===== config.mk =====
export PLATFORM = sky130hd
export DESIGN_NAME = power_of_n_pipe_flat
export DESIGN_NICKNAME = d
export VERILOG_FILES = /design/src/rtl/power_of_n_pipe_if.sv /design/src/rtl/power_of_n_pipe.sv /design/src/flat_wrapper.sv
export SDC_FILE = /design/constraint.sdc
export NUM_CORES = 1
export LEC_CHECK = 0
export CAP_MARGIN = 20
export CORE_MARGIN = 8
export CORE_UTILIZATION = 45
export DETAILED_ROUTE_END_ITERATION = 12
export GPL_ROUTABILITY_DRIVEN = 0
export MAX_ROUTING_LAYER = met4
export SYNTH_ARGS = -nofsm -noshare
export SYNTH_HDL_FRONTEND = slang
export SYNTH_SLANG_ARGS = --single-unit

===== constraint.sdc =====
create_clock -name i_clock -period 18.2 [get_ports i_clock]
set_clock_uncertainty 0.2 [all_clocks]
set_input_delay 3.64 -clock i_clock [delete_from_list [all_inputs] [get_ports i_clock]]
set_output_delay 3.64 -clock i_clock [all_outputs]
set_load 0.01 [all_outputs]

===== src/rtl/power_of_n_pipe_if.sv =====
// Beat-level handshake bundle for power_of_n_pipe: operand/exponent in, tagged result out.
// The pipe sits on the slave side. The producer/consumer pair sits on the master side.
interface power_of_n_pipe_if #(
    parameter int DATA_W = 4,
    parameter int STAGES = 3,
    parameter int EXP_W  = 3
);
    localparam int OUT_W = DATA_W << STAGES;

    logic [DATA_W-1:0] i_value;
    logic [EXP_W-1:0]  i_exp;
    logic              i_status;
    logic              o_ready;
    logic [OUT_W-1:0]  o_value;
    logic [EXP_W-1:0]  o_exp;
    logic              o_clamp;
    logic              o_status;
    logic              i_ready;

    modport slave (
        input  i_value, i_exp, i_status, i_ready,
        output o_ready, o_value, o_exp, o_clamp, o_status
    );

    modport master (
        output i_value, i_exp, i_status, i_ready,
        input  o_ready, o_value, o_exp, o_clamp, o_status
    );
endinterface


===== src/rtl/power_of_n_pipe.sv =====
// Pipelined x^(2^e) by repeated squaring. Stage k squares its value only when k < the beat's
// clamped exponent. A single global enable stalls the whole pipe under output back-pressure.
module power_of_n_pipe #(
    parameter int DATA_W = 4,
    parameter int STAGES = 3,
    parameter int EXP_W  = 3
) (
    input logic              i_clock,
    input logic              i_reset_async_n,
    power_of_n_pipe_if.slave bus
);
    localparam int OUT_W = DATA_W << STAGES;

    logic [STAGES-1:0][OUT_W-1:0] val_q, val_d, src_val;
    logic [STAGES-1:0][EXP_W-1:0] exp_q, exp_d;
    logic [STAGES-1:0]            clamp_q, clamp_d;
    logic [STAGES-1:0]            vld_q, vld_d;
    logic [EXP_W-1:0]             ee_in;
    logic                         clamp_in;
    logic                         en;

    assign clamp_in = bus.i_exp > EXP_W'(STAGES);
    assign ee_in    = clamp_in ? EXP_W'(STAGES) : bus.i_exp;
    assign en       = !vld_q[STAGES-1] || bus.i_ready;

    // Stage inputs. Tags, clamp and valid pass through unchanged, so they are the next state directly.
    assign src_val[0] = OUT_W'(bus.i_value);
    assign exp_d[0]   = ee_in;
    assign clamp_d[0] = clamp_in;
    assign vld_d[0]   = bus.i_status;

    for (genvar k = 1; k < STAGES; k++) begin : g_chain
        assign src_val[k] = val_q[k-1];
        assign exp_d[k]   = exp_q[k-1];
        assign clamp_d[k] = clamp_q[k-1];
        assign vld_d[k]   = vld_q[k-1];
    end

    // Truncation to OUT_W discards only zero bits, since j squarings need DATA_W*2^j bits.
    always_comb begin
        val_d = '0;
        for (int k = 0; k < STAGES; k++) begin
            if (EXP_W'(k) < exp_d[k])
                val_d[k] = OUT_W'(src_val[k] * src_val[k]);
            else
                val_d[k] = src_val[k];
        end
    end

    always_ff @(posedge i_clock or negedge i_reset_async_n) begin
        if (!i_reset_async_n) begin
            val_q   <= '0;
            exp_q   <= '0;
            clamp_q <= '0;
            vld_q   <= '0;
        end else if (en) begin
            val_q   <= val_d;
            exp_q   <= exp_d;
            clamp_q <= clamp_d;
            vld_q   <= vld_d;
        end
    end

    // Invalid slots carry stale data, so gate everything that leaves the block.
    assign bus.o_ready  = en;
    assign bus.o_status = vld_q[STAGES-1];
    assign bus.o_value  = vld_q[STAGES-1] ? val_q[STAGES-1] : '0;
    assign bus.o_exp    = vld_q[STAGES-1] ? exp_q[STAGES-1] : '0;
    assign bus.o_clamp  = vld_q[STAGES-1] & clamp_q[STAGES-1];
endmodule


===== src/flat_wrapper.sv =====
// flat-port wrapper written by rule: the top's interface ports become plain ports
module power_of_n_pipe_flat 
#(
    parameter int DATA_W = 4,
    parameter int STAGES = 3,
    parameter int EXP_W  = 3
)
  (i_clock, i_reset_async_n, bus_i_value, bus_i_exp, bus_i_status, bus_i_ready, bus_o_ready, bus_o_value, bus_o_exp, bus_o_clamp, bus_o_status);
  power_of_n_pipe_if #(.DATA_W(DATA_W), .STAGES(STAGES), .EXP_W(EXP_W)) bus_i ();
  input logic i_clock;
  input logic i_reset_async_n;
  input wire logic [$bits(bus_i.i_value)-1:0] bus_i_value;
  input wire logic [$bits(bus_i.i_exp)-1:0] bus_i_exp;
  input wire logic [$bits(bus_i.i_status)-1:0] bus_i_status;
  input wire logic [$bits(bus_i.i_ready)-1:0] bus_i_ready;
  output wire logic [$bits(bus_i.o_ready)-1:0] bus_o_ready;
  output wire logic [$bits(bus_i.o_value)-1:0] bus_o_value;
  output wire logic [$bits(bus_i.o_exp)-1:0] bus_o_exp;
  output wire logic [$bits(bus_i.o_clamp)-1:0] bus_o_clamp;
  output wire logic [$bits(bus_i.o_status)-1:0] bus_o_status;
  assign bus_i.i_value = bus_i_value;
  assign bus_i.i_exp = bus_i_exp;
  assign bus_i.i_status = bus_i_status;
  assign bus_i.i_ready = bus_i_ready;
  assign bus_o_ready = bus_i.o_ready;
  assign bus_o_value = bus_i.o_value;
  assign bus_o_exp = bus_i.o_exp;
  assign bus_o_clamp = bus_i.o_clamp;
  assign bus_o_status = bus_i.o_status;
  power_of_n_pipe #(.DATA_W(DATA_W), .STAGES(STAGES), .EXP_W(EXP_W)) u_core (.i_clock(i_clock), .i_reset_async_n(i_reset_async_n), .bus(bus_i));
endmodule

==> results of run 1 <==
[kinds of logic after synthesis]
family                     share of synthesized area, %
other                                           0.02396
and+or+nand+nor                                   14.61
AOI/OAI and AO/OA                                 7.852
muxes                                            0.1279
buffers and inverters                             11.27
adders and majority gates                         51.32
DFF                                               11.83
xor gates and xnor gates                          2.966
[final timing paths]
check                              startpoint  slack [ns]                 end  cells after the start
setup reg to reg           u_core.src_val[73]        9.97    u_core.val_q[95]                     21
min in group asynchronous     i_reset_async_n        3.24    u_core.val_q[71]                      1
setup / recovery                  bus_i_ready        8.89         bus_o_ready                      5
hold / removal                u_core.vld_q[1]        0.26     u_core.vld_q[2]                      1
max in group asynchronous     i_reset_async_n       13.92  u_core.src_val[75]                      1
hold reg to reg               u_core.vld_q[1]        0.26     u_core.vld_q[2]                      1
[worst max-delay path, cell delays in order]
cell and delay [ns]:
clkdlybuf4s50_1 0.54, nor2b_4 0.15, buf_4 0.52, inv_2 0.07, clkdlybuf4s50_1 0.50
[final cells by class]
class                      count  area (sq um)  area share, %
timing repair buffer          66         613.1          3.621
clock inverter                 6         90.09         0.5320
sequential                    74          1852          10.94
clock buffer                  10         229.0          1.352
inverter                     407          1528          9.022
tap                          455         569.3          3.362
multi-input combinational   1204         12050          71.17
[flip-flops by register name (all words and copies together) (netlist names)]
signal          count
u_core.vld_q        3
u_core.exp_q        3
u_core.exp_d        6
u_core.src_val     27
u_core.val_q       32
u_core.clamp_q      3
[routing by layer]
layer | up-vias | share of wire (%)
met3 | 49 | 3.7
met1 | 5801 | 45
li1 | 5400 | -
met4 | 0 | 2.4
met5 | - | 0
met2 | 227 | 48
[through the flow]
stage | cells | hold WS [ns] | worst slack [ns] | utilization (%)
2_1_floorplan | 1748 | 0.2300 | 10.23 | -
3_3_place_gp | 2206 | 0.2413 | 8.897 | 48.33
3_5_place_dp | 2206 | 0.2482 | 8.906 | 48.33
4_1_cts | 2222 | 0.2599 | 8.902 | 49.26
5_1_grt | 2222 | 0.2662 | 8.797 | 49.26
6_report | 2222 | 0.2584 | 8.888 | 49.26
[cell usage in the layout, fill, tap and decap left out, types with 3 or more instances in the layout]
cell               n
o21bai_1           7
a211oi_1          10
a21o_1            15
a22o_1             6
buf_4             19
conb_1             4
or3_1              4
ha_1             229
and2_1           149
clkdlybuf4s50_1   47
a21oi_1           55
inv_1            406
and3_1             5
o21a_1             6
dfrtp_1           74
nand3_1           11
o31ai_1            8
or4_1              3
nor2b_1           14
nor4_1             3
o22ai_1            3
xnor2_1           34
nand4_1            4
o21ai_0           42
nor3b_1            3
a31oi_1           14
nand2b_1           3
xor2_1            19
clkbuf_16          9
nor3_1            16
fa_1             258
nand2_1          189
a31o_2             3
nor2_1            58
==> run summary, run 1 <==
• result of the run: completed
• via count normalized by instance count: 5.165
• root buf cell: clkbuf_16
• first-pass detailed-route iteration total: 5
• antenna violations before repair: 1
• residual DRC count: 0
• worst skew pair latency: 0.35 ns
• FILL cells: 3,383
• grt ovf: 0
• Post-Syn Area: 0.01565 sq mm
• GRT Overall Usage: 19.74%
• crit path DAT: 5.47 ns
• cell accounting for the most synthesized area: fa_1
• per-instance average area after synthesis: 8.968 sq um
• most heavily used metal layer in global routing: met2
• global-route met2 utilization: 32.92%
• Crit Path Class: primary input to output port
• Die H: 202.5 um
• Seq cells post-synth: 74
• maximum clock insertion buffer count: 2
• vias in the first global route: 12,260
• final sum of negative setup slack: 0 ns
• count of final max-slew check failures: 0
• top cells by area, synth: fa_1, ha_1, dfrtp_1, inv_1, and2_1
• peak fanout along the critical path: 66
• critical path capture point type: output port
• estimated wirelength of the detail-placed design: 30.08 mm
• count leader, synth: inv_1
• hold crit path type: flop to flop
• Unique masters post-synth: 54
• async set-or-reset flop fraction in the synthesized netlist: 100.0%
• Max-Slew Margin vs Limit: 32.37%
• FP Rows: 68
• clock buffers created by TritonCTS: 9
• Routed wire per std cell: 16.77 um
• hold bufs inserted after CTS: 0
• setup repair bufs after CTS: 0
• Die Area: 0.04100 sq mm
• Startpoint Class: primary input
• Yosys warnings: 0
• drt first-iter violations: 636
• clock sinks: 74
• signed area change from the synthesized netlist to the final layout: 8.203%
• H-Tree Depth: 3
• TritonCTS clock tree: done
• Layout Cell Area excl Fill: 0.01693 sq mm
• Setup-failing EPs final: 0
• number of nets in the layout: 2,260
• largest net degree at the start of global routing: 75
• post-synthesis sequential area ratio: 11.83%
• crit path time final: 9.312 ns
• most common flop cell mapped by yosys: dfrtp_1
• EDFF count, synth: 0
• Req. time, crit path: 14.36 ns
• Least-Margin Pin Slew: 1.014 ns
• share of Yosys cell area claimed by the top area cell type: 33.01%
• total wirelength of the detailed-routed design: 37.26 mm
• horizontal die dimension: 202.5 um
• post-place instance area: 0.01661 sq mm
• GR met1 Demand/Resource: 26.10%
• final critical-path share of the clock period: 51.16%
• cell count after synthesis: 1,745
• clock slew seen by the registers of the worst setup and hold paths: 0.06 ns
• IO Count: 49
• port bufs: 48
• Core Region: 0.03437 sq mm
• antenna fix cells: 0
• top cells by count, synth: inv_1, fa_1, ha_1, nand2_1, and2_1
• Gates resized, CTS repair: 0
• vias after detailed routing: 11,480
• post-route ant nets: 0
• fraction of layout instances using a drive strength above 1: 2.660%
• max capacitance violation total: 0
• first-pass GRT wire length: 63.45 mm
• Initial Util: 45.53%
• setup repair after global routing missed its margin: no
• fmax: 0.1074 GHz
• endpoints failing hold: 0
• met3 usage in global routing: 1.594%
Power of run 1 is left out: the tool's default activity adds up to more than one toggle a clock period on the data nets, which glitch-free logic cannot reach.
==> run 2, diff against run 1 <==
==> constraint.sdc (replaced) <==
create_clock -name i_clock -period 7.8 [get_ports i_clock]
set_clock_uncertainty 0.2 [all_clocks]
set_input_delay 1.56 -clock i_clock [delete_from_list [all_inputs] [get_ports i_clock]]
set_output_delay 1.56 -clock i_clock [all_outputs]
set_load 0.01 [all_outputs]
==> run 2 against run 1 <==
Net effect: global-route usage decreased by 0.75 points; utilization increased by 0.43 points; sequential cell count is the same; first-iteration DRC count increased by 9.0%; sequential share of layout area shrank 0.072 points; final cell count grew 0.77%; wire length is 1.2% lower; die area is the same; setup slack got worse by 8.5 ns; register-to-register slack got worse by 9.6 ns; cell area grew 0.86%.
==> run summary, run 2 (synthesis gave the netlist of run 1 again) <==
• crit path time final: 7.426 ns
• longest individual stage delay on the worst path: 0.58 ns, was 0.54 ns
• Initial Util: 45.53%, unchanged
• peak fanout along the critical path: 9, was 66
• clock slew seen by the registers of the worst setup and hold paths: 0.08 ns, was 0.06 ns
• via count normalized by instance count: 5.043, was 5.165
• maximum clock insertion buffer count: 2, unchanged
• Startpoint Class: flop, was primary input
• largest net degree at the start of global routing: 75, unchanged
• Max-Slew Margin vs Limit: 40.79%, was 32.37%
• total wirelength of the detailed-routed design: 36.83 mm, was 37.26 mm
• drt first-iter violations: 693, was 636
• Die Area: 0.04100 sq mm, unchanged
• crit path DAT: 7.51 ns, was 5.47 ns
• number of buffers and inverters on the critical path: 5, was 4
• result of the run: completed, unchanged
• port bufs: 48, unchanged
• GRT Overall Usage: 18.99%, was 19.74%
• setup repair bufs after CTS: 0, unchanged
• max capacitance violation total: 0, unchanged
• Req. time, crit path: 7.88 ns, was 14.36 ns
• IO Count: 49, unchanged
• root buf cell: clkbuf_16, unchanged
• critical path capture point type: flop, was output port
• Setup-failing EPs final: 0, unchanged
• first-pass GRT wire length: 61.35 mm, was 63.45 mm
• hold crit path type: flop to flop, unchanged
• setup repair after global routing missed its margin: no, unchanged
• Routed wire per std cell: 16.45 um, was 16.77 um
• horizontal die dimension: 202.5 um, unchanged
• Die H: 202.5 um, unchanged
• cell chain of the critical path: inv_1, nor2_1, fa_1, fa_1, fa_1, inv_1, fa_1, inv_1, fa_1, ha_1, fa_1, inv_1, fa_1, inv_1, ha_1, a21oi_1, o21bai_1, a21oi_1, nand2_1, o21ai_2, a31oi_1, or4_1, o2bb2ai_1, was clkdlybuf4s50_1, nor2b_4, buf_4, inv_2, clkdlybuf4s50_1
• vias after detailed routing: 11,290, was 11,480
• Least-Margin Pin Slew: 0.8848 ns, was 1.014 ns
• count of final max-slew check failures: 0, unchanged
• TritonCTS clock tree: done, unchanged
• Final WS setup: 0.3742 ns, was 8.888 ns
• vias in the first global route: 11,960, was 12,260
• standard cell with the maximum stage delay on the critical path: dfrtp_1, was clkdlybuf4s50_1
• FP Rows: 68, unchanged
• residual DRC count: 0, unchanged
• post-placement setup slack: 0.2047 ns, was 8.906 ns
• first-pass detailed-route iteration total: 5, unchanged
• final sum of negative setup slack: 0 ns, unchanged
• post-route ant nets: 0, unchanged
• register with the highest flop count: u_core.val_q, unchanged
• fmax: 0.1347 GHz
• endpoints failing hold: 0, unchanged
• Crit Path Class: flop to flop, was primary input to output port
• most frequent CP cell: fa_1, was clkdlybuf4s50_1
• Core Region: 0.03437 sq mm, unchanged
• most used cells in the layout excluding fill and tap cells: inv_1, fa_1, ha_1, nand2_1, and2_1, unchanged
• clock sinks: 74, unchanged
• final critical-path share of the clock period: 95.20%
• dominant delay contributor by cell family on the critical path: adder cells, was buffers and inverters
• final hold slack: 0.2473 ns, was 0.2584 ns
• estimated wirelength of the detail-placed design: 30.68 mm, was 30.08 mm
• clock buffers created by TritonCTS: 9, unchanged
• antenna violations before repair: 2, was 1
• worst skew pair latency: 0.36 ns, was 0.35 ns
• number of flip-flops under the largest register name: 32, unchanged
• number of nets in the layout: 2,276, was 2,260
• H-Tree Depth: 3, unchanged
• signed area change from the synthesized netlist to the final layout: 9.139%, was 8.203%
• fraction of layout instances using a drive strength above 1: 3.814%, was 2.660%
• leading cell type in the layout, fill and taps excluded: inv_1, unchanged
• grt ovf: 0, unchanged
run 2: path summary, 6_finish.rpt:
check                                         from                  to  slack [ns]  depth (start not counted)
worst max-delay path            u_core.src_val[72]    u_core.val_q[90]        0.37                         23
worst min-delay path               u_core.vld_q[1]     u_core.vld_q[2]        0.25                          1
worst max register to register  u_core.src_val[72]    u_core.val_q[90]        0.37                         23
worst min register to register     u_core.vld_q[1]     u_core.vld_q[2]        0.25                          1
max in group asynchronous          i_reset_async_n  u_core.src_val[70]        5.90                          2
min in group asynchronous          i_reset_async_n    u_core.val_q[72]        0.90                          1
run 2: area by class of cell:
type | count | area, sq um
Fill cell | 3262 | 17290
Multi-Input combinational cell | 1204 | 12060
Clock buffer | 10 | 239.0
Tap cell | 455 | 569.3
Antenna cell | 1 | 2.502
Timing Repair Buffer | 82 | 753.2
Clock inverter | 6 | 73.82
Inverter | 407 | 1528
Sequential cell | 74 | 1856
run 2: repair_timing:
item / CTS / global route
gates resized for setup: 0 / 5
hold buffers: 0 / 0
setup endpoints to repair: 0 / 4
run 2: routing by layer:
metal	vias to the layer above	track usage, %	wire length [um]	part of all wire (%)
li1	5417	-	-	-
met1	5648	25.18	16810	46
met2	200	31.59	18290	50
met3	27	1.610	1236	3.4
met4	0	4.118	485	1.3
met5	-	-	0	0
run 2: worst register-to-register path: stages (launching register included):
cell       delay [ns]
dfrtp_1          0.58
inv_1            0.26
nor2_1           0.21
fa_1             0.50
fa_1             0.46
fa_1             0.55
inv_1            0.05
fa_1             0.47
inv_1            0.05
fa_1             0.44
ha_1             0.22
fa_1             0.50
inv_1            0.05
fa_1             0.52
inv_1            0.04
ha_1             0.35
a21oi_1          0.29
o21bai_1         0.10
a21oi_1          0.30
nand2_1          0.11
o21ai_2          0.25
a31oi_1          0.17
or4_1            0.53
o2bb2ai_1        0.15
run 2: stage by stage:
step / util (%) / std cells / area, sq um
2_1_floorplan: - / 1748 / 15660
3_3_place_gp: 48.66 / 2221 / 16730
3_5_place_dp: 48.66 / 2221 / 16730
4_1_cts: 49.57 / 2237 / 17040
5_1_grt: 49.69 / 2239 / 17080
6_report: 49.69 / 2239 / 17080
Power of run 2 is left out for the same reason.
